<file path="src/rtl/mips_mem_pkg.sv">
// Shared encodings for the unified memory port arbiter.
package mips_mem_pkg;

    localparam int AW_DEF     = 10;
    localparam int DW_DEF     = 32;
    localparam int STARVE_DEF = 4;

    typedef enum logic [1:0] {
        MODE_LOAD = 2'b00,
        MODE_RUN  = 2'b01,
        MODE_HALT = 2'b10
    } mode_e;

    typedef enum logic [1:0] {
        REQ_NONE = 2'd0,
        REQ_IF   = 2'd1,
        REQ_LS   = 2'd2,
        REQ_DBG  = 2'd3
    } req_id_e;

endpackage

</file>
<file path="src/rtl/arb_prio3.sv">
// Combinational 3-way priority picker. Bit 0 = IF, bit 1 = LS, bit 2 = DBG.
// Normal order LS > IF > DBG; if_boost_i lifts IF above LS.
module arb_prio3 (
    input  logic [2:0] req_i,
    input  logic [2:0] elig_i,
    input  logic       if_boost_i,
    output logic [2:0] gnt_o
);

    logic [2:0] cand;

    assign cand = req_i & elig_i;

    // One-hot pick among eligible requesters
    always_comb begin
        gnt_o = '0;
        if (if_boost_i && cand[0]) begin
            gnt_o = 3'b001;
        end else if (cand[1]) begin
            gnt_o = 3'b010;
        end else if (cand[0]) begin
            gnt_o = 3'b001;
        end else if (cand[2]) begin
            gnt_o = 3'b100;
        end
    end

endmodule

</file>
<file path="src/rtl/mem_port_arbiter.sv">
// Single-port memory arbiter for IF / LS / DBG with LOAD/RUN/HALT run mode.
module mem_port_arbiter
    import mips_mem_pkg::*;
#(
    parameter int AW         = AW_DEF,
    parameter int DW         = DW_DEF,
    parameter int STARVE_MAX = STARVE_DEF
) (
    input  logic          clk1,
    input  logic          rst,
    input  logic          start,
    input  logic          halt_in,
    output logic [1:0]    mode,
    input  logic          if_req,
    input  logic          ls_req,
    input  logic          dbg_req,
    input  logic          ls_we,
    input  logic          dbg_we,
    input  logic [AW-1:0] if_addr,
    input  logic [AW-1:0] ls_addr,
    input  logic [AW-1:0] dbg_addr,
    input  logic [DW-1:0] ls_wdata,
    input  logic [DW-1:0] dbg_wdata,
    output logic          if_gnt,
    output logic          ls_gnt,
    output logic          dbg_gnt,
    output logic          if_rvalid,
    output logic          ls_rvalid,
    output logic          dbg_rvalid,
    output logic [DW-1:0] rdata,
    output logic          mem_en,
    output logic          mem_we,
    output logic [AW-1:0] mem_addr,
    output logic [DW-1:0] mem_wdata,
    input  logic [DW-1:0] mem_rdata
);

    localparam int SW = $clog2(STARVE_MAX + 1);

    mode_e   mode_q, mode_d;
    logic [SW-1:0] starve_q, starve_d;
    req_id_e owner_q, owner_d;

    logic [2:0] elig;
    logic [2:0] gnt;
    logic       if_boost;

    // Run-mode next state; halt_in beats start while running
    always_comb begin
        mode_d = mode_q;
        unique case (mode_q)
            MODE_LOAD: if (start)   mode_d = MODE_RUN;
            MODE_RUN:  if (halt_in) mode_d = MODE_HALT;
            MODE_HALT: if (start)   mode_d = MODE_RUN;
            default:                mode_d = MODE_LOAD;
        endcase
    end

    // Eligibility per mode; reset forces every grant low immediately
    always_comb begin
        elig = '0;
        unique case (mode_q)
            MODE_LOAD: elig = 3'b100;
            MODE_RUN:  elig = 3'b111;
            MODE_HALT: elig = 3'b110;
            default:   elig = '0;
        endcase
        if (rst) begin
            elig = '0;
        end
    end

    assign if_boost = (mode_q == MODE_RUN) && (starve_q >= SW'(STARVE_MAX));

    arb_prio3 u_arb (
        .req_i      ({dbg_req, ls_req, if_req}),
        .elig_i     (elig),
        .if_boost_i (if_boost),
        .gnt_o      (gnt)
    );

    assign if_gnt  = gnt[0];
    assign ls_gnt  = gnt[1];
    assign dbg_gnt = gnt[2];

    // Memory strobe mux and owner of the next-cycle read response
    always_comb begin
        mem_en    = |gnt;
        mem_we    = 1'b0;
        mem_addr  = '0;
        mem_wdata = '0;
        owner_d   = REQ_NONE;
        if (gnt[0]) begin
            mem_addr = if_addr;
            owner_d  = REQ_IF;
        end else if (gnt[1]) begin
            mem_we    = ls_we;
            mem_addr  = ls_addr;
            mem_wdata = ls_wdata;
            owner_d   = ls_we ? REQ_NONE : REQ_LS;
        end else if (gnt[2]) begin
            mem_we    = dbg_we;
            mem_addr  = dbg_addr;
            mem_wdata = dbg_wdata;
            owner_d   = dbg_we ? REQ_NONE : REQ_DBG;
        end
    end

    // IF starvation count: only meaningful while staying in RUN
    always_comb begin
        starve_d = starve_q;
        if (mode_q != MODE_RUN || mode_d != MODE_RUN || gnt[0]) begin
            starve_d = '0;
        end else if (if_req && starve_q < SW'(STARVE_MAX)) begin
            starve_d = starve_q + SW'(1);
        end
    end

    // State registers
    always_ff @(posedge clk1 or posedge rst) begin
        if (rst) begin
            mode_q   <= MODE_LOAD;
            starve_q <= '0;
            owner_q  <= REQ_NONE;
        end else begin
            mode_q   <= mode_d;
            starve_q <= starve_d;
            owner_q  <= owner_d;
        end
    end

    assign mode       = mode_q;
    assign if_rvalid  = (owner_q == REQ_IF);
    assign ls_rvalid  = (owner_q == REQ_LS);
    assign dbg_rvalid = (owner_q == REQ_DBG);
    assign rdata      = mem_rdata;

endmodule
</file>
<file path="config.mk">
export PLATFORM = sky130hd
export DESIGN_NAME = mem_port_arbiter
export DESIGN_NICKNAME = d
export VERILOG_FILES = /design/src/rtl/mips_mem_pkg.sv /design/src/rtl/arb_prio3.sv /design/src/rtl/mem_port_arbiter.sv
export SDC_FILE = /design/constraint.sdc
export NUM_CORES = 1
export LEC_CHECK = 0
export CORE_AREA = 4 4 84 86
export CTS_CLUSTER_SIZE = 30
export DETAILED_ROUTE_END_ITERATION = 12
export DIE_AREA = 0 0 88 90
export GPL_ROUTABILITY_DRIVEN = 1
export MAX_ROUTING_LAYER = met4
export PLACE_DENSITY = 0.79
export SETUP_SLACK_MARGIN = 0.15
export SYNTH_ARGS = -nofsm -noshare
export SYNTH_HDL_FRONTEND = slang
export SYNTH_SLANG_ARGS = --single-unit
</file>
<file path="constraint.sdc">
create_clock -name clk1 -period 3.6 [get_ports clk1]
set_input_delay 0.72 -clock clk1 [delete_from_list [all_inputs] [get_ports clk1]]
set_output_delay 0.72 -clock clk1 [all_outputs]
set_load 0.02 [all_outputs]
</file>
==> flow_summary_export.csv, run 1 <==
group,metric,value,unit
final_layout,design.final.nets,500,
timing,tightestPinTransition,0.260,ns
power_and_ir_drop,cellLeakagePower,0.00164,uW
timing,fmax,0.304,GHz
power_and_ir_drop,power.ir.vdd_worst,0.000328,V
cts,cts_made_buffers,3,
global_route,maximum_number_of_pins_on_one_net_before_global_route_repair,33,
final_layout,num_antenna_cells,0,
timing,hold_viol,0,
timing,tns,0,ns
timing,timing.clock.skew,0.000318,ns
final_layout,multi_input_area,933,sq um
detailed_routing,first_pass_iters,4,
detailed_routing,count_of_routing_violations_after_the_opening_detailed_route_iteration,43,
cts,htreeDepth,1,
detailed_routing,avgViaCountPerCell,4.84,
hold_path,worstHoldStart,"starve_q[2]",
floorplanning,chipHeight,90,um
final_layout,final_layout_size_suffix_gt1_frac,0.0756,
global_route,global_route_wire_length_before_repair,9220,um
power_and_ir_drop,p_per_area,531,nW/um^2
detailed_routing,antenna_violating_nets_post_route,0,
timing,finalSetupViolations,0,
timing,max-slew-margin-rel,0.826,
setup_path,critical_path.startpoint_type,"input port",
cts,clock-sinks,7,
setup_path,worstSetupPathType,"in -> out",
final_layout,syn2layout_area_growth,99.9,%
cts,cts-resized-gates,12,
detailed_routing,remaining_drc_errors,0,
timing,post-route-min-period,3.29,ns
logic_synthesis,synth_sequential_area_ratio,0.117,
cts,clock_latency_at_the_later_pin_of_the_worst_skew_pair,0.23,ns
job,drv_cap,0,
timing,layout_worst_path_cycle_share,0.914,
cts,cts_setup_buffers,0,
floorplanning,dieArea,7920,sq um
logic_synthesis,yosys_warnings,0,
floorplanning,placeableCoreArea,6280,sq um
place,portBuffers,154,
setup_path,r2r-start,"mode[1]",
global_route,number_of_global_route_vias_before_repair,1968,
floorplanning,fp-row-count,29,
detailed_routing,routed_wirelength,6880,um
timing,final-max-slew-violation-count,0,
setup_path,setup.worst_path.end_class,"output pin",
floorplanning,starting_density,0.239,
setup_path,cp_cell_sequence,"clkdlybuf4s50_1 > nand2_1 > a311o_2 > buf_4 > a21oi_1 > o21ai_1 > dlygate4sd2_1",
detailed_routing,post_drt_wl_per_cell,15.8,um
logic_synthesis,number_of_synthesized_register_bits,7,
logic_synthesis,synth.lib_cells_used.distinct,30,
setup_path,crit_path_max_incr_delay,0.52,ns
outcome,outcome,"complete, no violations",
setup_path,worst_path_max_delay_cell,"sky130_fd_sc_hd__clkdlybuf4s50_1",
setup_path,critPathArrivalTime,2.57,ns
logic_synthesis,synth-main-ff-cell,"sky130_fd_sc_hd__dfrtp_1",
cts,clock_path_buffers,2,
logic_synthesis,async_reset_ff_frac,1.00,
hold_path,worst_hold_depth,2,
place,hpwlAfterDp,5490,um
global_route,globalRoute.totalOverflow,0,
setup_path,rr_endpoint,"starve_q[0]",
logic_synthesis,synth_area,1500,sq um
global_route,globalRouteTotalUtil,0.148,
logic_synthesis,post_synth.cell_area_avg,6.28,sq um
setup_path,rr_worst_depth,7,
timing,hold_slack,0.520,ns
floorplanning,die_w,88,um
cts,cts.hold.buffers_added,0,
logic_synthesis,synth_top_area_cell,"sky130_fd_sc_hd__a21oi_1",
logic_synthesis,synth_common_cells,"sky130_fd_sc_hd__a21oi_1, sky130_fd_sc_hd__nor2_1, sky130_fd_sc_hd__buf_4, sky130_fd_sc_hd__nand2_1, sky130_fd_sc_hd__buf_2",
timing,rsz0062_at_grt,"no",
cts,clockRootBuffer,"sky130_fd_sc_hd__clkbuf_8",
global_route,antenna_found_initial,0,
logic_synthesis,yosysMostFrequentCell,"sky130_fd_sc_hd__a21oi_1",
place,routabilityCongestion,0.763,
final_layout,filler_cell_count,637,
final_layout,final_util,0.478,
setup_path,cp.required,2.88,ns
setup_path,critical_path.max_fanout,23,
hold_path,worstHoldEndpoint,"starve_q[2]",
setup_path,cp-startpoint,"if_req",
floorplanning,num_io_pins,219,
logic_synthesis,synthesized_netlist_net_count,381,
final_layout,seqCellArea,178,sq um
cts,cts_tree,"done",
cts,clkSlewWorstSetupHoldPaths,0.04,ns
detailed_routing,routed-via-count,2102,
logic_synthesis,synth_edf_count,0,
setup_path,reg2reg_setup_slack,1.70,ns
hold_path,min_path_type,"reg -> reg",
logic_synthesis,synthTopCellsByArea,"sky130_fd_sc_hd__a21oi_1, sky130_fd_sc_hd__buf_4, sky130_fd_sc_hd__dfrtp_1",
logic_synthesis,postSynthCellCount,239,
logic_synthesis,synth_top_area_share,0.267,
-- cell families (layout without fill, tap and decap cells) --
| logic type | Yosys count | in the layout | share of synthesized area |
|---|---|---|---|
| multiplexers | 1 | 1 | 0.00667 |
| XOR/XNOR | 1 | 1 | 0.00584 |
| buffers and inverters | 57 | 175 | 0.266 |
| AO/OA/AOI/OAI | 104 | 104 | 0.374 |
| flip-flops | 7 | 7 | 0.117 |
| AND/OR/NAND/NOR | 62 | 62 | 0.172 |
| adder cells (fa/ha/maj) | 7 | 7 | 0.0584 |
-- report_power, final --
part / internal, uW / total [uW] / switching [uW]
registers: 99.2 / 127 / 27.6
clock network: 76.6 / 110 / 33.8
logic: 617 / 1360 / 740
total: 793 / 1590 / 801
-- per-layer routing --
layer	vias to the layer above	GRT usage	part of all wire
met5	-	-	0
met4	0	0.0358	0.012
met3	11	0.0274	0.12
met2	124	0.289	0.53
met1	949	0.145	0.34
li1	1018	-	-
-- layout make-up --
type	count	share of cell area
Timing Repair Buffer	165	0.575
Clock buffer	4	0.0150
Sequential cell	7	0.0592
Inverter	6	0.00751
Tap cell	77	0.0321
Multi-Input combinational cell	175	0.311
-- through the flow --
| step | instance area, sq um | std cells | setup slack [ns] | total power, uW |
|---|---|---|---|---|
| 2_1_floorplan | 1500 | 239 | 0.849 | 938 |
| 3_3_place_gp | 2880 | 430 | 0.158 | 1530 |
| 3_5_place_dp | 2880 | 430 | 0.116 | 1550 |
| 4_1_cts | 2910 | 434 | 0.150 | 1630 |
| 5_1_grt | 3000 | 434 | 0.223 | 1710 |
| 6_report | 3000 | 434 | 0.308 | 1590 |
-- worst max-delay path by stage --
stage,to,slack (ns),cells past startpoint
CTS,mem_wdata[4],0.15,7
global placement,mem_addr[0],0.16,7
detailed placement,mem_addr[0],0.12,7
floorplan,mem_wdata[23],0.85,8
finish,mem_addr[0],0.31,7
global route,mem_addr[0],0.22,7
-- placed cells by master, fill, tap and decap left out, types with 6 or more instances in the layout --
cell | netlist | routed
sky130_fd_sc_hd__clkdlybuf4s50_1 | 0 | 111
sky130_fd_sc_hd__a21oi_1 | 80 | 80
sky130_fd_sc_hd__nor2_1 | 38 | 38
sky130_fd_sc_hd__dlymetal6s2s_1 | 0 | 31
sky130_fd_sc_hd__nand2_1 | 14 | 14
sky130_fd_sc_hd__dlygate4sd2_1 | 0 | 12
sky130_fd_sc_hd__o21ai_1 | 9 | 9
sky130_fd_sc_hd__buf_4 | 32 | 8
sky130_fd_sc_hd__ha_1 | 7 | 7
sky130_fd_sc_hd__a21oi_2 | 6 | 6
-- flip-flops by register name, indices dropped and copies added, names as in the netlist --
register / flops
starve_q: 3
owner_q: 2
mode: 2
-- critical path, delay by kind of cell --
| family | cells | cell delay (ns) |
|---|---|---|
| buffers and inverters | 3 | 1.07 |
| AO/OA/AOI/OAI | 3 | 0.67 |
| AND/OR/NAND/NOR | 1 | 0.10 |
Power figures use the tool's default switching activity.
==> run 2: changes to the inputs <==
--- a/config.mk
+++ b/config.mk
@@ -12,6 +12,7 @@
 export GPL_ROUTABILITY_DRIVEN = 1
 export MAX_ROUTING_LAYER = met4
 export PLACE_DENSITY = 0.79
+export RECOVER_POWER = 100
 export SETUP_SLACK_MARGIN = 0.15
 export SYNTH_ARGS = -nofsm -noshare
 export SYNTH_HDL_FRONTEND = slang
==> run 2 against run 1 <==
Effect of this change:
- non-clock buffer count stayed put
- register-to-register slack about the same
- largest cell class unchanged
- clock skew is essentially flat
- sequential power barely moved
- worst hold slack better by 0.0057 ns
- first-iteration DRC count is 7.0% lower
- highest routed layer unchanged
- combinational power is 10% lower
==> flow_summary_export.csv, run 2 (synthesis gave the netlist of run 1 again) <==
group,metric,value,unit
place,placement.cell_area,2880,sq um
timing,rsz0062_at_grt,"no",
hold_path,min_path_type,"reg -> reg",
place,hpwlAfterDp,5490,um
global_route,number_of_global_route_vias_before_repair,1968,
cts,clock_path_buffers,2,
final_layout,design.final.nets,500,
cts,clockRootBuffer,"sky130_fd_sc_hd__clkbuf_8",
setup_path,worstSetupPathType,"in -> out",
floorplanning,chipHeight,90,um
final_layout,final_layout_size_suffix_gt1_frac,0.0728,
place,dp_worst_setup_slack,0.116,ns
final_layout,filler_cell_count,688,
place,portBuffers,154,
floorplanning,dieArea,7920,sq um
final_layout,seqCellArea,178,sq um
hold_path,worstHoldEndpoint,"starve_q[2]",
setup_path,cp-startpoint,"if_req",
setup_path,r2r-start,"mode[1]",
cts,cts_tree,"done",
final_layout,most_frequent_standard_cell_in_the_layout_excluding_fill_and_tap_cells,"sky130_fd_sc_hd__clkdlybuf4s50_1",
final_layout,syn2layout_area_growth,82.2,%
global_route,global_route_wire_length_before_repair,9220,um
detailed_routing,routed_wirelength,6830,um
power_and_ir_drop,p_per_area,532,nW/um^2
floorplanning,placeableCoreArea,6280,sq um
timing,fmax,0.294,GHz
floorplanning,starting_density,0.239,
setup_path,critPathArrivalTime,2.68,ns
detailed_routing,routed-via-count,2119,
detailed_routing,remaining_drc_errors,0,
final_layout,largest_register_ff_count,3,
cts,cts_made_buffers,3,
timing,finalSetupViolations,0,
timing,layout_worst_path_cycle_share,0.945,
job,drv_cap,0,
setup_path,rr_worst_depth,7,
detailed_routing,first_pass_iters,4,
global_route,maximum_number_of_pins_on_one_net_before_global_route_repair,33,
floorplanning,fp-row-count,29,
setup_path,rr_endpoint,"starve_q[0]",
detailed_routing,avgViaCountPerCell,4.88,
setup_path,critical_path.max_fanout,12,
final_layout,top_register,"starve_q",
cts,htreeDepth,1,
timing,max-slew-margin-rel,0.745,
cts,clock_latency_at_the_later_pin_of_the_worst_skew_pair,0.23,ns
timing,timing.clock.skew,0.000755,ns
hold_path,worst_hold_depth,2,
timing,final-max-slew-violation-count,0,
setup_path,setup.worst_path.end_class,"output pin",
timing,post-route-min-period,3.40,ns
place,routabilityCongestion,0.763,
timing,tightestPinTransition,0.382,ns
detailed_routing,antenna_violating_nets_post_route,0,
final_layout,finished_layout_cell_area,2730,sq um
power_and_ir_drop,cellLeakagePower,0.00111,uW
hold_path,worstHoldStart,"starve_q[2]",
global_route,globalRoute.totalOverflow,0,
power_and_ir_drop,power.ir.vdd_worst,0.000320,V
detailed_routing,count_of_routing_violations_after_the_opening_detailed_route_iteration,40,
outcome,outcome,"complete, no violations",
timing,tns,0,ns
timing,hold_viol,0,
global_route,antenna_found_initial,0,
floorplanning,num_io_pins,219,
timing,finalWorstSetupSlack,0.198,ns
final_layout,multi_input_area,933,sq um
setup_path,critical_path.startpoint_type,"input port",
floorplanning,die_w,88,um
cts,clkSlewWorstSetupHoldPaths,0.04,ns
final_layout,num_antenna_cells,0,
detailed_routing,post_drt_wl_per_cell,15.7,um
global_route,globalRouteTotalUtil,0.148,
cts,clock-sinks,7,
setup_path,reg2reg_setup_slack,1.71,ns
final_layout,layout.cells.most_common_list,"sky130_fd_sc_hd__clkdlybuf4s50_1, sky130_fd_sc_hd__a21oi_1, sky130_fd_sc_hd__nor2_1",
setup_path,cp.required,2.88,ns
## run 2: cell count changes in the layout (fill, tap and decap cells not counted), sizes merged
cell,previous run,this run
dlygate4sd3,0,11
dlymetal6s2s,31,1
buf,11,10
clkbuf,4,35
clkdlybuf4s50,111,100
## run 2: critical path, cell delays in order
cell and delay [ns]:
sky130_fd_sc_hd__dlygate4sd3_1 0.60, sky130_fd_sc_hd__a22oi_1 0.12, sky130_fd_sc_hd__or2_2 0.31, sky130_fd_sc_hd__buf_4 0.19, sky130_fd_sc_hd__nand2_1 0.07, sky130_fd_sc_hd__dlygate4sd3_1 0.67
## run 2: what timing repair did
item / CTS / global route
hold endpoints to repair: 0 / 0
hold buffers: 0 / 0
pin swaps: 0 / 0
setup endpoints to repair: 12 / 31
cloned: 0 / 0
buffers inserted: 0 / 0
gates resized for setup: 12 / 34
## run 2: layout make-up
type	count	share of cell area
well taps	77	0.0353
flip-flops and latches	7	0.0650
repair buffers	165	0.533
multi-input cells	175	0.342
clock buffers	4	0.0165
inverters	6	0.00824
## run 2: through the flow
step | cells | hold slack (ns) | utilization | power (uW)
CTS | 434 | 0.523 | 0.464 | 1630
finish | 434 | 0.526 | 0.435 | 1450
detailed placement | 430 | 0.513 | 0.459 | 1550
global placement | 430 | 0.503 | 0.459 | 1530
floorplan | 239 | 0.485 | - | 938
global route | 434 | 0.582 | 0.435 | 1570
## run 2: how the worst max path moves through the flow
stage / end / slack [ns]
6_report: mem_en / 0.20
5_1_grt: mem_en / 0.11
4_1_cts: mem_wdata[4] / 0.15
3_5_place_dp: mem_addr[0] / 0.12
3_3_place_gp: mem_addr[0] / 0.16
2_1_floorplan: mem_wdata[23] / 0.85
## run 2: power by group
| part | switching, uW | internal [uW] | total [uW] |
|---|---|---|---|
| combinational | 745 | 473 | 1220 |
| sequential | 27.3 | 99.2 | 126 |
| clock | 33.1 | 76.5 | 110 |
| total | 805 | 648 | 1450 |
## run 2: per-layer routing
metal  share of wire  vias to the layer above  global-route usage
met1            0.34                      953               0.145
met5               0                        -                   -
met3            0.12                       12              0.0274
met4           0.013                        0              0.0358
met2            0.53                      133               0.289
li1                -                     1021                   -
==> run 3: changes to the inputs <==
--- a/config.mk
+++ b/config.mk
@@ -5,13 +5,13 @@
 export SDC_FILE = /design/constraint.sdc
 export NUM_CORES = 1
 export LEC_CHECK = 0
-export CORE_AREA = 4 4 84 86
+export CORE_AREA = 2 2 84 86
 export CTS_CLUSTER_SIZE = 30
 export DETAILED_ROUTE_END_ITERATION = 12
-export DIE_AREA = 0 0 88 90
+export DIE_AREA = 0 0 86 88
 export GPL_ROUTABILITY_DRIVEN = 1
 export MAX_ROUTING_LAYER = met4
-export PLACE_DENSITY = 0.79
+export PLACE_DENSITY = 0.76
 export RECOVER_POWER = 100
 export SETUP_SLACK_MARGIN = 0.15
 export SYNTH_ARGS = -nofsm -noshare
==> run 3 against run 2 <==
Effect of this change:
- cell count grew 0.23%
- routed wire length shrank 3.4%
- cell area grew 0.14%
- die area shrank 4.4%
- via count is essentially flat
==> flow_summary_export.csv, run 3 (synthesis gave the netlist of run 1 again) <==
group,metric,value,unit
setup_path,timing.critical_path.buf_inv,4,
final_layout,seqCellArea,175,sq um
timing,max-slew-margin-rel,0.734,
cts,clock_path_buffers,2,
place,dpl.cell_count,431,
timing,tns,0,ns
cts,clock-sinks,7,
detailed_routing,count_of_routing_violations_after_the_opening_detailed_route_iteration,59,
power_and_ir_drop,p_per_area,532,nW/um^2
timing,rsz0062_at_grt,"no",
timing,layout_worst_path_cycle_share,0.943,
floorplanning,num_io_pins,219,
floorplanning,dieArea,7570,sq um
detailed_routing,first_pass_iters,4,
global_route,globalRouteTotalUtil,0.160,
power_and_ir_drop,totalPowerFinal,1460,uW
power_and_ir_drop,power.ir.vdd_worst,0.000261,V
detailed_routing,drt-met1-wl,2450,um
outcome,outcome,"complete, no violations",
global_route,maximum_number_of_pins_on_one_net_before_global_route_repair,44,
detailed_routing,wl_met3,687,um
place,portBuffers,154,
timing,finalWorstSetupSlack,0.206,ns
cts,clock_latency_at_the_later_pin_of_the_worst_skew_pair,0.22,ns
power_and_ir_drop,cellLeakagePower,0.00110,uW
detailed_routing,top_layer,"met4",
setup_path,critical_path.startpoint_type,"input port",
timing,post-route-min-period,3.39,ns
timing,final-max-slew-violation-count,0,
detailed_routing,routed-via-count,2118,
floorplanning,die_w,86,um
detailed_routing,met2RoutedLength,3330,um
cts,clockRootBuffer,"sky130_fd_sc_hd__clkbuf_8",
floorplanning,starting_density,0.226,
place,hpwlAfterDp,5100,um
job,drv_cap,0,
hold_path,min_path_type,"reg -> reg",
detailed_routing,remaining_drc_errors,0,
final_layout,layout.cells.most_common_list,"sky130_fd_sc_hd__clkdlybuf4s50_1, sky130_fd_sc_hd__a21oi_1, sky130_fd_sc_hd__nor2_1",
place,dp_worst_setup_slack,0.100,ns
timing,tightestPinTransition,0.399,ns
cts,cts_tree,"done",
setup_path,critPathArrivalTime,2.67,ns
setup_path,setup.worst_path.end_class,"output pin",
setup_path,crit_path_max_incr_delay,0.59,ns
setup_path,cp.required,2.88,ns
final_layout,largest_register_ff_count,3,
final_layout,syn2layout_area_growth,82.4,%
final_layout,most_frequent_standard_cell_in_the_layout_excluding_fill_and_tap_cells,"sky130_fd_sc_hd__clkdlybuf4s50_1",
final_layout,layoutNonFillerInstCount,435,
floorplanning,chipHeight,88,um
cts,cts_setup_buffers,0,
detailed_routing,post_drt_wl_per_cell,15.2,um
floorplanning,placeableCoreArea,6640,sq um
setup_path,top_family_by_delay_on_critical_path,"buffers and inverters",
setup_path,worst_path_max_delay_cell,"sky130_fd_sc_hd__clkdlybuf4s50_1",
final_layout,filler_cell_count,731,
detailed_routing,avgViaCountPerCell,4.87,
final_layout,top_register,"starve_q",
setup_path,critical_path.max_fanout,24,
floorplanning,fp-row-count,30,
final_layout,final_layout_size_suffix_gt1_frac,0.0535,
final_layout,multi_input_area,925,sq um
timing,fmax,0.295,GHz
setup_path,worstSetupPathType,"in -> out",
timing,hold_slack,0.531,ns
setup_path,cp_cell_sequence,"dlygate4sd3_1 > nor2_1 > nand3_1 > clkinv_1 > buf_12 > a22o_1 > clkdlybuf4s50_1",
detailed_routing,antenna_violating_nets_post_route,0,
place,routabilityCongestion,0.746,
cts,clkSlewWorstSetupHoldPaths,0.04,ns
global_route,global_route_wire_length_before_repair,9450,um
cts,htreeDepth,1,
timing,hold_viol,0,
timing,timing.clock.skew,0.000401,ns
detailed_routing,routed_wirelength,6600,um
final_layout,design.final.nets,498,
cts,cts_made_buffers,3,
global_route,number_of_global_route_vias_before_repair,1975,
timing,finalSetupViolations,0,
global_route,antenna_found_initial,0,
final_layout,num_antenna_cells,0,
global_route,globalRoute.totalOverflow,0,
## run 3: cell types whose count changed in the layout (fill, tap and decap cells not counted), moves of 2 or more
cell / delta
sky130_fd_sc_hd__a21oi_1: +2
sky130_fd_sc_hd__a21oi_2: -2
sky130_fd_sc_hd__buf_12: +3
sky130_fd_sc_hd__buf_4: -5
sky130_fd_sc_hd__clkbuf_1: +3
sky130_fd_sc_hd__dfrtp_1: +2
sky130_fd_sc_hd__dfrtp_2: -2
sky130_fd_sc_hd__dlygate4sd2_1: -4
## run 3: worst reg2reg max path: cells and delay by family (launching register included)
kind | cells | cell delay, ns
fa+ha+maj | 1 | 0.23
compound gates | 1 | 0.46
flops | 1 | 0.45
simple gates | 3 | 0.33
buf+inv | 2 | 0.38
## run 3: cell type report
| class | instances | area share |
|---|---|---|
| timing repair buffer | 163 | 0.536 |
| sequential | 7 | 0.0640 |
| multi-input combinational | 175 | 0.338 |
| inverter | 6 | 0.00914 |
| clock buffer | 4 | 0.0165 |
| tap | 80 | 0.0366 |
## run 3: metrics by stage
step | area (sq um) | util
floorplan | 1500 | -
global placement | 2910 | 0.438
detailed placement | 2910 | 0.438
CTS | 2950 | 0.444
global route | 2740 | 0.412
finish | 2740 | 0.412
## run 3: timing repair
item,4_1_cts,5_1_grt
pin swaps,0,0
setup endpoints to repair,14,35
hold buffers,0,0
resized for setup,9,35
## run 3: power by group
group / internal (uW) / switching (uW)
Sequential: 96.9 / 18.8
Clock: 76.4 / 31.5
Combinational: 483 / 750
## run 3: path summary, 6_finish.rpt
check / start / to / slack [ns] / cells after the start
setup reg to reg: mode[1] / starve_q[2] / 1.63 / 7
min in group asynchronous: rst / owner_q[0] / 1.10 / 3
setup / recovery: rst / mem_we / 0.21 / 7
hold reg to reg: starve_q[1] / starve_q[1] / 0.53 / 2
max in group asynchronous: rst / starve_q[1] / 2.22 / 3
hold / removal: starve_q[1] / starve_q[1] / 0.53 / 2
## run 3: routing by layer
| metal | global-route usage | vias up |
|---|---|---|
| li1 | - | 1013 |
| met1 | 0.176 | 954 |
| met2 | 0.284 | 137 |
| met3 | 0.0320 | 14 |
| met4 | 0.0592 | 0 |
| met5 | - | - |
